==> src/rtl/fp_sched_pkg.sv <==
// Shared types and constants for the two-requester FP add/sub scheduler.
package fp_sched_pkg;
  localparam int PKG_TAG_W  = 5;
  localparam int PKG_CTRL_W = 5;

  // bit0 of the datapath control selects subtract
  localparam logic [PKG_CTRL_W-1:0] FP_ADD  = 5'b10000;
  localparam logic [PKG_CTRL_W-1:0] FP_SUB  = 5'b10001;
  localparam logic [31:0]           FP_ZERO = 32'h0;

  typedef struct packed {
    logic                 src;
    logic [PKG_TAG_W-1:0] tag;
    logic                 sub;
    logic [31:0]          a;
    logic [31:0]          b;
  } s1_t;

  typedef struct packed {
    logic                 src;
    logic [PKG_TAG_W-1:0] tag;
    logic [31:0]          result;
  } s2_t;
endpackage

==> src/rtl/fp_addsub_dp.sv <==
// Single-precision add/sub core, round-to-nearest-even. Assumes a hidden 1
// on both operands; zero/cancellation cases are handled by the caller.
module fp_addsub_dp
  import fp_sched_pkg::*;
#(
  parameter int CTRL_W = PKG_CTRL_W
) (
  input  logic [CTRL_W-1:0] i_ctrl,
  input  logic [31:0]       i_a,
  input  logic [31:0]       i_b,
  output logic [31:0]       o_res
);
  localparam logic [CTRL_W-1:0] OP_BASE = CTRL_W'(FP_ADD);

  logic              w_bs, w_swap, w_sl, w_ss, w_effsub, w_inc;
  logic [7:0]        w_el, w_es, w_d;
  logic [23:0]       w_ml, w_ms;
  logic [4:0]        w_sh, w_lz;
  logic [53:0]       w_ext;
  logic [26:0]       w_aln, w_norm;
  logic [27:0]       w_sum;
  logic [24:0]       w_rnd;
  logic signed [9:0] w_exp;

  always_comb begin
    w_bs   = i_b[31] ^ i_ctrl[0];
    w_swap = i_b[30:0] > i_a[30:0];
    {w_sl, w_el, w_ml} = w_swap ? {w_bs, i_b[30:23], 1'b1, i_b[22:0]}
                                : {i_a[31], i_a[30:23], 1'b1, i_a[22:0]};
    {w_ss, w_es, w_ms} = w_swap ? {i_a[31], i_a[30:23], 1'b1, i_a[22:0]}
                                : {w_bs, i_b[30:23], 1'b1, i_b[22:0]};
    w_effsub = w_sl ^ w_ss;
    // align the smaller operand with guard/round bits and a sticky LSB
    w_d   = w_el - w_es;
    w_sh  = (w_d > 8'd27) ? 5'd27 : w_d[4:0];
    w_ext = {w_ms, 3'b000, 27'b0} >> w_sh;
    w_aln = w_ext[53:27] | {26'b0, |w_ext[26:0]};
    w_sum = w_effsub ? ({1'b0, w_ml, 3'b000} - {1'b0, w_aln})
                     : ({1'b0, w_ml, 3'b000} + {1'b0, w_aln});
    w_lz = '0;
    for (int i = 0; i < 27; i++) if (w_sum[i]) w_lz = 5'(26 - i);
    if (w_sum[27]) begin
      w_norm = {w_sum[27:2], |w_sum[1:0]};
      w_exp  = $signed({2'b0, w_el}) + 10'sd1;
    end else begin
      w_norm = w_sum[26:0] << w_lz;
      w_exp  = $signed({2'b0, w_el}) - $signed({5'b0, w_lz});
    end
    w_inc = w_norm[2] & (w_norm[1] | w_norm[0] | w_norm[3]);
    w_rnd = {1'b0, w_norm[26:3]} + {24'b0, w_inc};
    if (w_rnd[24]) w_exp = w_exp + 10'sd1;

    if (i_ctrl[CTRL_W-1:1] != OP_BASE[CTRL_W-1:1]) o_res = FP_ZERO;
    else if (w_rnd[24:23] == 2'b00)                 o_res = FP_ZERO;
    else if (w_exp >= 10'sd255)                     o_res = {w_sl, 8'hFF, 23'b0};
    else if (w_exp <= 10'sd0)                       o_res = {w_sl, 31'b0};
    else                                            o_res = {w_sl, w_exp[7:0], w_rnd[22:0]};
  end
endmodule

==> src/rtl/rr_arb2.sv <==
// Two-way round-robin arbiter; the pointer only moves when both requested
// and the grant was consumed (i_en).
module rr_arb2 (
  input  logic       clk,
  input  logic       rst_n,
  input  logic [1:0] i_req,
  input  logic       i_en,
  output logic [1:0] o_gnt
);
  logic r_ptr;

  always_comb begin
    o_gnt = i_req;
    if (&i_req) o_gnt = r_ptr ? 2'b10 : 2'b01;
  end

  always_ff @(posedge clk) begin
    if (!rst_n)                r_ptr <= 1'b0;
    else if (i_en && (&i_req)) r_ptr <= ~r_ptr;
  end
endmodule

==> src/rtl/fp_addsub_sched.sv <==
// Round-robin scheduler sharing one FP add/sub datapath between two
// requesters through a 2-stage valid/ready pipeline.
module fp_addsub_sched
  import fp_sched_pkg::*;
#(
  parameter int TAG_W  = 5,
  parameter int CTRL_W = 5
) (
  input  logic             clk,
  input  logic             rst_n,
  input  logic             req0_valid,
  output logic             req0_ready,
  input  logic             req0_sub,
  input  logic [31:0]      req0_a,
  input  logic [31:0]      req0_b,
  input  logic [TAG_W-1:0] req0_tag,
  input  logic             req1_valid,
  output logic             req1_ready,
  input  logic             req1_sub,
  input  logic [31:0]      req1_a,
  input  logic [31:0]      req1_b,
  input  logic [TAG_W-1:0] req1_tag,
  output logic             out_valid,
  input  logic             out_ready,
  output logic             out_src,
  output logic [TAG_W-1:0] out_tag,
  output logic [31:0]      out_result,
  output logic             busy
);
  if (TAG_W != PKG_TAG_W) begin : g_tag_chk
    $error("TAG_W must equal fp_sched_pkg::PKG_TAG_W");
  end

  s1_t               r_s1;
  s2_t               r_s2;
  logic              r_s1_v, r_s2_v;
  logic              w_s1_adv, w_s2_adv, w_acc, w_bs;
  logic [1:0]        w_gnt;
  logic [7:0]        w_ea, w_eb;
  logic [CTRL_W-1:0] w_ctrl;
  logic [31:0]       w_dp_res, w_res;

  assign w_s2_adv = !r_s2_v | out_ready;
  assign w_s1_adv = !r_s1_v | w_s2_adv;

  rr_arb2 u_arb (
    .clk   (clk),
    .rst_n (rst_n),
    .i_req ({req1_valid, req0_valid}),
    .i_en  (w_s1_adv & rst_n),
    .o_gnt (w_gnt)
  );

  assign req0_ready = rst_n & w_s1_adv & w_gnt[0];
  assign req1_ready = rst_n & w_s1_adv & w_gnt[1];
  assign w_acc      = req0_ready | req1_ready;

  assign w_ctrl = r_s1.sub ? CTRL_W'(FP_SUB) : CTRL_W'(FP_ADD);

  fp_addsub_dp #(.CTRL_W(CTRL_W)) u_dp (
    .i_ctrl (w_ctrl),
    .i_a    (r_s1.a),
    .i_b    (r_s1.b),
    .o_res  (w_dp_res)
  );

  // zero exponents (incl. denormals) and exact cancellation never reach the datapath result
  always_comb begin
    w_bs = r_s1.b[31] ^ r_s1.sub;
    w_ea = r_s1.a[30:23];
    w_eb = r_s1.b[30:23];
    w_res = w_dp_res;
    if (w_ea == 8'd0 && w_eb == 8'd0)                            w_res = {r_s1.a[31] & w_bs, 31'b0};
    else if (w_ea == 8'd0)                                       w_res = {w_bs, r_s1.b[30:0]};
    else if (w_eb == 8'd0)                                       w_res = r_s1.a;
    else if (r_s1.a[30:0] == r_s1.b[30:0] && r_s1.a[31] != w_bs) w_res = FP_ZERO;
  end

  always_ff @(posedge clk) begin
    if (!rst_n) begin
      r_s1_v <= 1'b0;
      r_s2_v <= 1'b0;
    end else begin
      if (w_s1_adv) r_s1_v <= w_acc;
      if (w_s2_adv) r_s2_v <= r_s1_v;
    end
  end

  always_ff @(posedge clk) begin
    if (w_s1_adv && w_acc)
      r_s1 <= w_gnt[1] ? '{1'b1, req1_tag, req1_sub, req1_a, req1_b}
                       : '{1'b0, req0_tag, req0_sub, req0_a, req0_b};
    if (w_s2_adv && r_s1_v)
      r_s2 <= '{r_s1.src, r_s1.tag, w_res};
  end

  assign out_valid  = r_s2_v;
  assign out_src    = r_s2.src;
  assign out_tag    = r_s2.tag;
  assign out_result = r_s2.result;
  assign busy       = r_s1_v | r_s2_v;
endmodule
==> config.mk <==
export PLATFORM = sky130hd
export DESIGN_NAME = fp_addsub_sched
export DESIGN_NICKNAME = d
export VERILOG_FILES = /design/src/rtl/fp_sched_pkg.sv /design/src/rtl/fp_addsub_dp.sv /design/src/rtl/rr_arb2.sv /design/src/rtl/fp_addsub_sched.sv
export SDC_FILE = /design/constraint.sdc
export NUM_CORES = 1
export LEC_CHECK = 0
export ABC_AREA = 1
export CAP_MARGIN = 20
export CORE_MARGIN = 2
export CORE_UTILIZATION = 60
export DETAILED_ROUTE_END_ITERATION = 6
export DONT_BUFFER_PORTS = 1
export GPL_ROUTABILITY_DRIVEN = 0
export HOLD_SLACK_MARGIN = 0.15
export PLACE_DENSITY_LB_ADDON = 0.2
export SYNTH_ARGS = -nofsm -noshare
export SYNTH_HDL_FRONTEND = slang
export SYNTH_SLANG_ARGS = --single-unit
==> constraint.sdc <==
create_clock -name clk -period 16.5 [get_ports clk]
set_input_delay 3.3 -clock clk [delete_from_list [all_inputs] [get_ports clk]]
set_output_delay 3.3 -clock clk [all_outputs]
set_load 0.02 [all_outputs]
======== Word level (Yosys, flattened, before mapping) ========
Index checks and enable logic that the tools add are counted.
storage, ports and cells
  register bits ........................... 112
  output and inout bits ................... 42
operators by class
  add/sub/neg operators ................... 7
  order comparisons ....................... 4
  equality and inequality tests ........... 3
  shift operators ......................... 2
  multiplexer cells ....................... 46
  bitwise operators ....................... 16
  reductions and logical operators ........ 13
operators by type and width
  operator                                                                               count
  32-bit two-way mux                                                                     6
  5-bit two-way mux                                                                      28
  71-bit two-way mux                                                                     1
  33-bit two-way mux                                                                     2
  31-bit two-way mux                                                                     2
  54-bit by 5-bit right shift with 54-bit output                                         1
  31-bit == test                                                                         1
  31-bit > comparator                                                                    1
  27-bit by 27-bit adder with 28-bit output                                              1
  28-bit two-way mux                                                                     1
  27-bit by 27-bit subtractor with 28-bit output                                         1
  27-bit two-way mux                                                                     1
  27-bit by 1-bit bitwise OR with 27-bit output                                          1
  27-bit OR reduction                                                                    1
  27-bit by 5-bit left shift with 27-bit output                                          1
  24-bit by 1-bit adder with 25-bit output                                               1
  10-bit two-way mux                                                                     2
  8-bit zero test                                                                        2
  10-bit by 2-bit adder with 10-bit output (second input constant)                       1
  10-bit by 9-bit greater-or-equal comparator with 1-bit output (second input constant)  1
  10-bit by 1-bit <= comparator with 1-bit output (second input constant)                1
  8-bit by 1-bit adder with 9-bit output (second input constant)                         1
  8-bit by 5-bit subtractor with 9-bit output                                            1
  8-bit by 5-bit > comparator with 1-bit output (second input constant)                  1
  other kinds (14)                                                                       31

======== Depth between registers and ports, before layout ========
  depth in word-level cells ............... 54
  depth in mapped cells ................... 86
  gate-level depth less buffers ........... 83

======== Cells and area by module ========
A second synthesis with hierarchy kept.
unflattened totals
  cells, all modules ...................... 2819
  area, all modules ....................... 16388.2 µm²
by module, submodules not included
  module           times used  cells an instance  area an instance (µm²)  sequential area each (µm²)
  fp_addsub_dp     1           2054               10329.9                 0.0
  fp_addsub_sched  1           754                5990.7                  3313.2
  rr_arb2          1           11                 67.6                    20.0

======== Worst setup path before layout ========
OpenSTA, ideal clock, no wires.
  path kind ............................... reg-to-reg
  start ................................... register r_s1[58] (netlist bit)
  end ..................................... register r_s2 (netlist bit out_result[8]), data pin
  library setup time ...................... 259 ps
  arrival time ............................ 9879 ps
  data required time ...................... 16241 ps
  path slack .............................. 6362 ps
  stages on the path, launching flop included .. 83
  buffers on the path ..................... 4
  clock period less this slack ............ 10138 ps
  path through ............................ edfxtp_1 -> inv_1 -> ha_1 -> buf_2 -> nand2_1 -> inv_2 -> nand2_1 -> nand2_1 -> nand2_1 -> nand2_1 -> a21oi_1 -> nand2_4 -> nand3_1 -> nand3_1 -> ha_1 -> inv_1 -> nand2_1 -> nand3_1 -> (+47 left out) -> nor2_1 -> nor2_1 -> xor2_1 -> inv_1 -> o21ai_0 -> or2_2 -> nor4_1 -> xor2_1 -> nand4_1 -> nand2_1 -> inv_1 -> nor2_1 -> nand4_2 -> nand2_4 -> nor2_8 -> buf_6 -> nand2_1 -> a21oi_1
between the ends
  cells in the longest elaborated chain, start to end .. 52
  elaborated cells on any way between the ends .. 66
  classes of those cells .................. add/sub: 7; order compare: 4; eq/ne: 1; shift: 2; mux: 41; bitwise: 5; reduce/logical: 6
ends and longest elaborated chain
  item                                             RTL line                                RTL
  start: declaration                               fp_addsub_sched.sv:34                   s1_t r_s1;
  start signal: assignment                         fp_addsub_sched.sv:91                   r_s1 <= w_gnt[1] ? '{1'b1, req1_tag, req1_sub, req1_a, req1_b}
  31-bit > comparator                              fp_addsub_dp.sv:27                      w_swap = i_b[30:0] > i_a[30:0];
  33-bit two-way mux (on tied branches)            fp_addsub_dp.sv:28, fp_addsub_dp.sv:30
  8-bit subtractor                                 fp_addsub_dp.sv:34                      w_d = w_el - w_es;
  8-bit by 5-bit > comparator with 1-bit output    fp_addsub_dp.sv:35                      w_sh = (w_d > 8'd27) ? 5'd27 : w_d[4:0];
  5-bit two-way mux                                fp_addsub_dp.sv:35
  54-bit by 5-bit right shift with 54-bit output   fp_addsub_dp.sv:36                      w_ext = {w_ms, 3'b000, 27'b0} >> w_sh;
  27-bit OR reduction                              fp_addsub_dp.sv:37                      w_aln = w_ext[53:27] | {26'b0, |w_ext[26:0]};
  27-bit by 1-bit bitwise OR with 27-bit output    fp_addsub_dp.sv:37
  (+36 left out)                                   --
  10-bit by 1-bit <= comparator with 1-bit output  fp_addsub_dp.sv:56                      else if (w_exp <= 10'sd0) o_res = {w_sl, 31'b0};
  31-bit two-way mux                               fp_addsub_dp.sv:56
  31-bit two-way mux                               fp_addsub_dp.sv:55                      else if (w_exp >= 10'sd255) o_res = {w_sl, 8'hFF, 23'b0};
  32-bit two-way mux                               fp_addsub_dp.sv:54                      else if (w_rnd[24:23] == 2'b00) o_res = FP_ZERO;
  32-bit two-way mux                               fp_addsub_dp.sv:53                      if (i_ctrl[CTRL_W-1:1] != OP_BASE[CTRL_W-1:1]) o_res = FP_ZERO;
  32-bit two-way mux                               fp_addsub_sched.sv:76                   else if (r_s1.a[30:0] == r_s1.b[30:0] && r_s1.a[31] != w_bs) w_res = FP_ZERO;
  32-bit two-way mux                               fp_addsub_sched.sv:75                   else if (w_eb == 8'd0) w_res = r_s1.a;
  32-bit two-way mux                               fp_addsub_sched.sv:74                   else if (w_ea == 8'd0) w_res = {w_bs, r_s1.b[30:0]};
  end signal: assignment                           fp_addsub_sched.sv:94                   r_s2 <= '{r_s1.src, r_s1.tag, w_res};
  end: declaration                                 fp_addsub_sched.sv:35                   s2_t r_s2;
Parallel ways exist; a longest one is shown, timed or not.
A chain may end at the register's enable or synchronous reset.

======== Worst setup path after layout ========
  start ................................... register r_s1[55] (netlist bit)
  end ..................................... register r_s2 (netlist bit out_result[0]), data pin
Same word-level chain as after synthesis.

==> results_dict.tcl <==
set metrics [dict create \
    synth_edf_count 109 \
    ys_ff_latch 112 \
    drc 49 \
    clkLatencyLatePin_ns 0.37 \
    area_delta_synth_final_pct 2.41 \
    final_nets 2680 \
    place.port_buffers 0 \
    fin_cells 2776 \
    dp_hpwl_um 39600 \
    synth_area_um2 15200 \
    cap_viol_max_count 0 \
    placedCellCount 2760 \
    routedWlPerCell_um 18.0 \
    yosysWarnings 0 \
    path_class "reg2reg" \
    htreeDepth 3 \
    tightest_slew_ns 1.12 \
    powerDensity_nw_per_um2 156 \
    cts_made_buffers 9 \
    violations "DRC" \
    viasPerCell 6.06 \
    vias 16800 \
    ant_nets 0 \
    drv_slew 0 \
    min_period_over_period_pct 87.1 \
    clkSlewWorstSetupHoldPaths_ns 0.08 \
    crit_required_ns 16.70 \
    critPathMaxFanout 67 \
    synth_fp_nets 2758 \
    slowest_delay_ns 0.79 \
    finalClockSkew_ns 0.00852 \
    initial_core_util_pct 60.6 \
    antenna_found_initial 0 \
    cp-start-kind "register" \
    fmax_ghz 0.0695 \
    cp_common_cell "nand2_1" \
    grt.total_usage_pct 37.5 \
    grt_pass1_vias 15100 \
    setup_total_negative_slack_ns 0 \
    clock_sinks 112 \
    rows 58 \
    avgSynthCellArea_um2 6.03 \
    seq_area_um2 3330 \
    synth_cell_types 65 \
    wirelength_um 49900 \
    arrival_ns 14.58 \
    overflow 0 \
    core_um2 25000 \
    mostFrequentLayoutCells "nand2_1, nand3_1, inv_1" \
    cts_resized 0 \
    fin_crit_ns 14.38 \
    die_y_um 163 \
    first_iter_violations 2462 \
    multi_input_area_um2 10200 \
    dr.pass1.iters 7 \
    async_flop_share_pct 0 \
    min_path_type "reg2reg" \
    cts_buffer_depth 2 \
    outcome "finished, violations left" \
    yosysSeqAreaShare_pct 22.0 \
    rsz0062_at_grt "false" \
    crit_path_end_kind "register" \
    drive_above_1_share_pct 5.27 \
    die_w_um 163 \
    grt_first_pass_wirelength_um 78900 \
    hold_violations 0 \
    hold_buffers 0 \
    fillerInstances 2379 \
    slowest_stage "nand2_2" \
    antenna_cells 0 \
    final_common_cell "nand2_1" \
    ios 187 \
    leakagePower_nw 7.90 \
    grt_max_degree 73 \
    synth_ff_type "edfxtp_1" \
    netlist_instances 2519 \
    slew_headroom_pct 25.3 \
    cts_tree "built" \
    post_cts_buffers 0 \
    die-area_um2 26600 \
    setup_viol 0 \
    ir_drop_v 0.000108 \
    root_buffer "clkbuf_16" \
]
-- power by group --
part           leakage, nW  switching, mW  internal (mW)
Sequential            1.06         0.0503          0.379
Clock                0.155          0.115          0.122
Combinational         6.69           1.25          0.512
Total                 7.90           1.41           1.01
-- worst paths after layout --
| path | cells after the start | slack [ns] | end | startpoint |
|---|---|---|---|---|
| setup reg to reg | 69 | 2.12 | out_result[0] | r_s1[55] |
| hold reg to reg | 0 | 0.43 | out_tag[0] | r_s1[65] |
| hold / removal | 0 | 0.43 | out_tag[0] | r_s1[65] |
| setup / recovery | 69 | 2.12 | out_result[0] | r_s1[55] |
-- state kept, by name, summed over array words and instances, names as in the netlist --
register	count
r_s1	71
out_valid	1
out_tag	5
u_arb.r_ptr	1
out_src	1
out_result	32
r_s1_v	1
-- cells by family (layout without fill, tap and decap cells) --
kind of cell	after synthesis	in the layout	share of synthesized area (%)
AND/OR/NAND/NOR	1514	1514	43.6
buffers and inverters	411	338	10.9
AO/OA/AOI/OAI	338	338	12.5
flip-flops	112	112	22.0
adder cells (fa/ha/maj)	94	94	7.85
XOR/XNOR	50	50	3.21
-- through the flow --
step                      util, %  worst slack (ns)  power (mW)  cell area [um2]  hold WS [ns]
after floorplan                 -              6.36        1.70            15200         0.400
after global placement       60.8              3.24        2.09            15200         0.401
after detailed placement     60.8              2.66        2.12            15200         0.407
after CTS                    62.1              2.51        2.36            15500         0.427
after global routing         62.1             0.588        2.62            15500         0.431
final                        62.1              2.12        2.42            15500         0.428
-- layer usage --
metal  part of all wire (%)  routed length (um)  global-route usage, %
met1                     40               20000                   49.3
met4                    5.3                2640                   18.7
met5                      0                   0                      0
met2                     44               22000                   59.2
met3                     11                5310                   6.93
-- synth_stat cells (9+ instances only) --
master | instances | area share [%]
nand2_2 | 11 | 0.45
nand2_1 | 855 | 21
clkbuf_1 | 54 | 1.3
o21ai_1 | 17 | 0.56
nor2_1 | 161 | 4.0
xnor2_1 | 9 | 0.52
nand4_1 | 52 | 2.1
nor3_1 | 20 | 0.66
o21ai_0 | 130 | 4.3
nand3_1 | 360 | 12
buf_2 | 26 | 0.86
ha_1 | 92 | 7.6
inv_1 | 281 | 6.9
xor2_1 | 36 | 2.1
a21oi_1 | 130 | 4.3
edfxtp_1 | 109 | 22
nor2_2 | 11 | 0.45
inv_2 | 24 | 0.59
-- critical path, delay by kind of cell (launching register included) --
family | cells | cell delay, ns
AOI/OAI and AO/OA | 16 | 2.80
xor gates and xnor gates | 2 | 0.28
adders and majority gates | 4 | 1.63
buffers and inverters | 8 | 1.87
DFF | 1 | 0.42
and+or+nand+nor | 39 | 7.17
-- layout make-up --
cell class | instances | area share [%]
tap | 330 | 2.66
multi-input combinational | 1996 | 65.8
inverter | 311 | 7.54
sequential | 112 | 21.4
clock buffer | 9 | 1.45
clock inverter | 7 | 0.628
timing repair buffer | 11 | 0.531
Note: power is estimated with default switching activity, not from simulation.
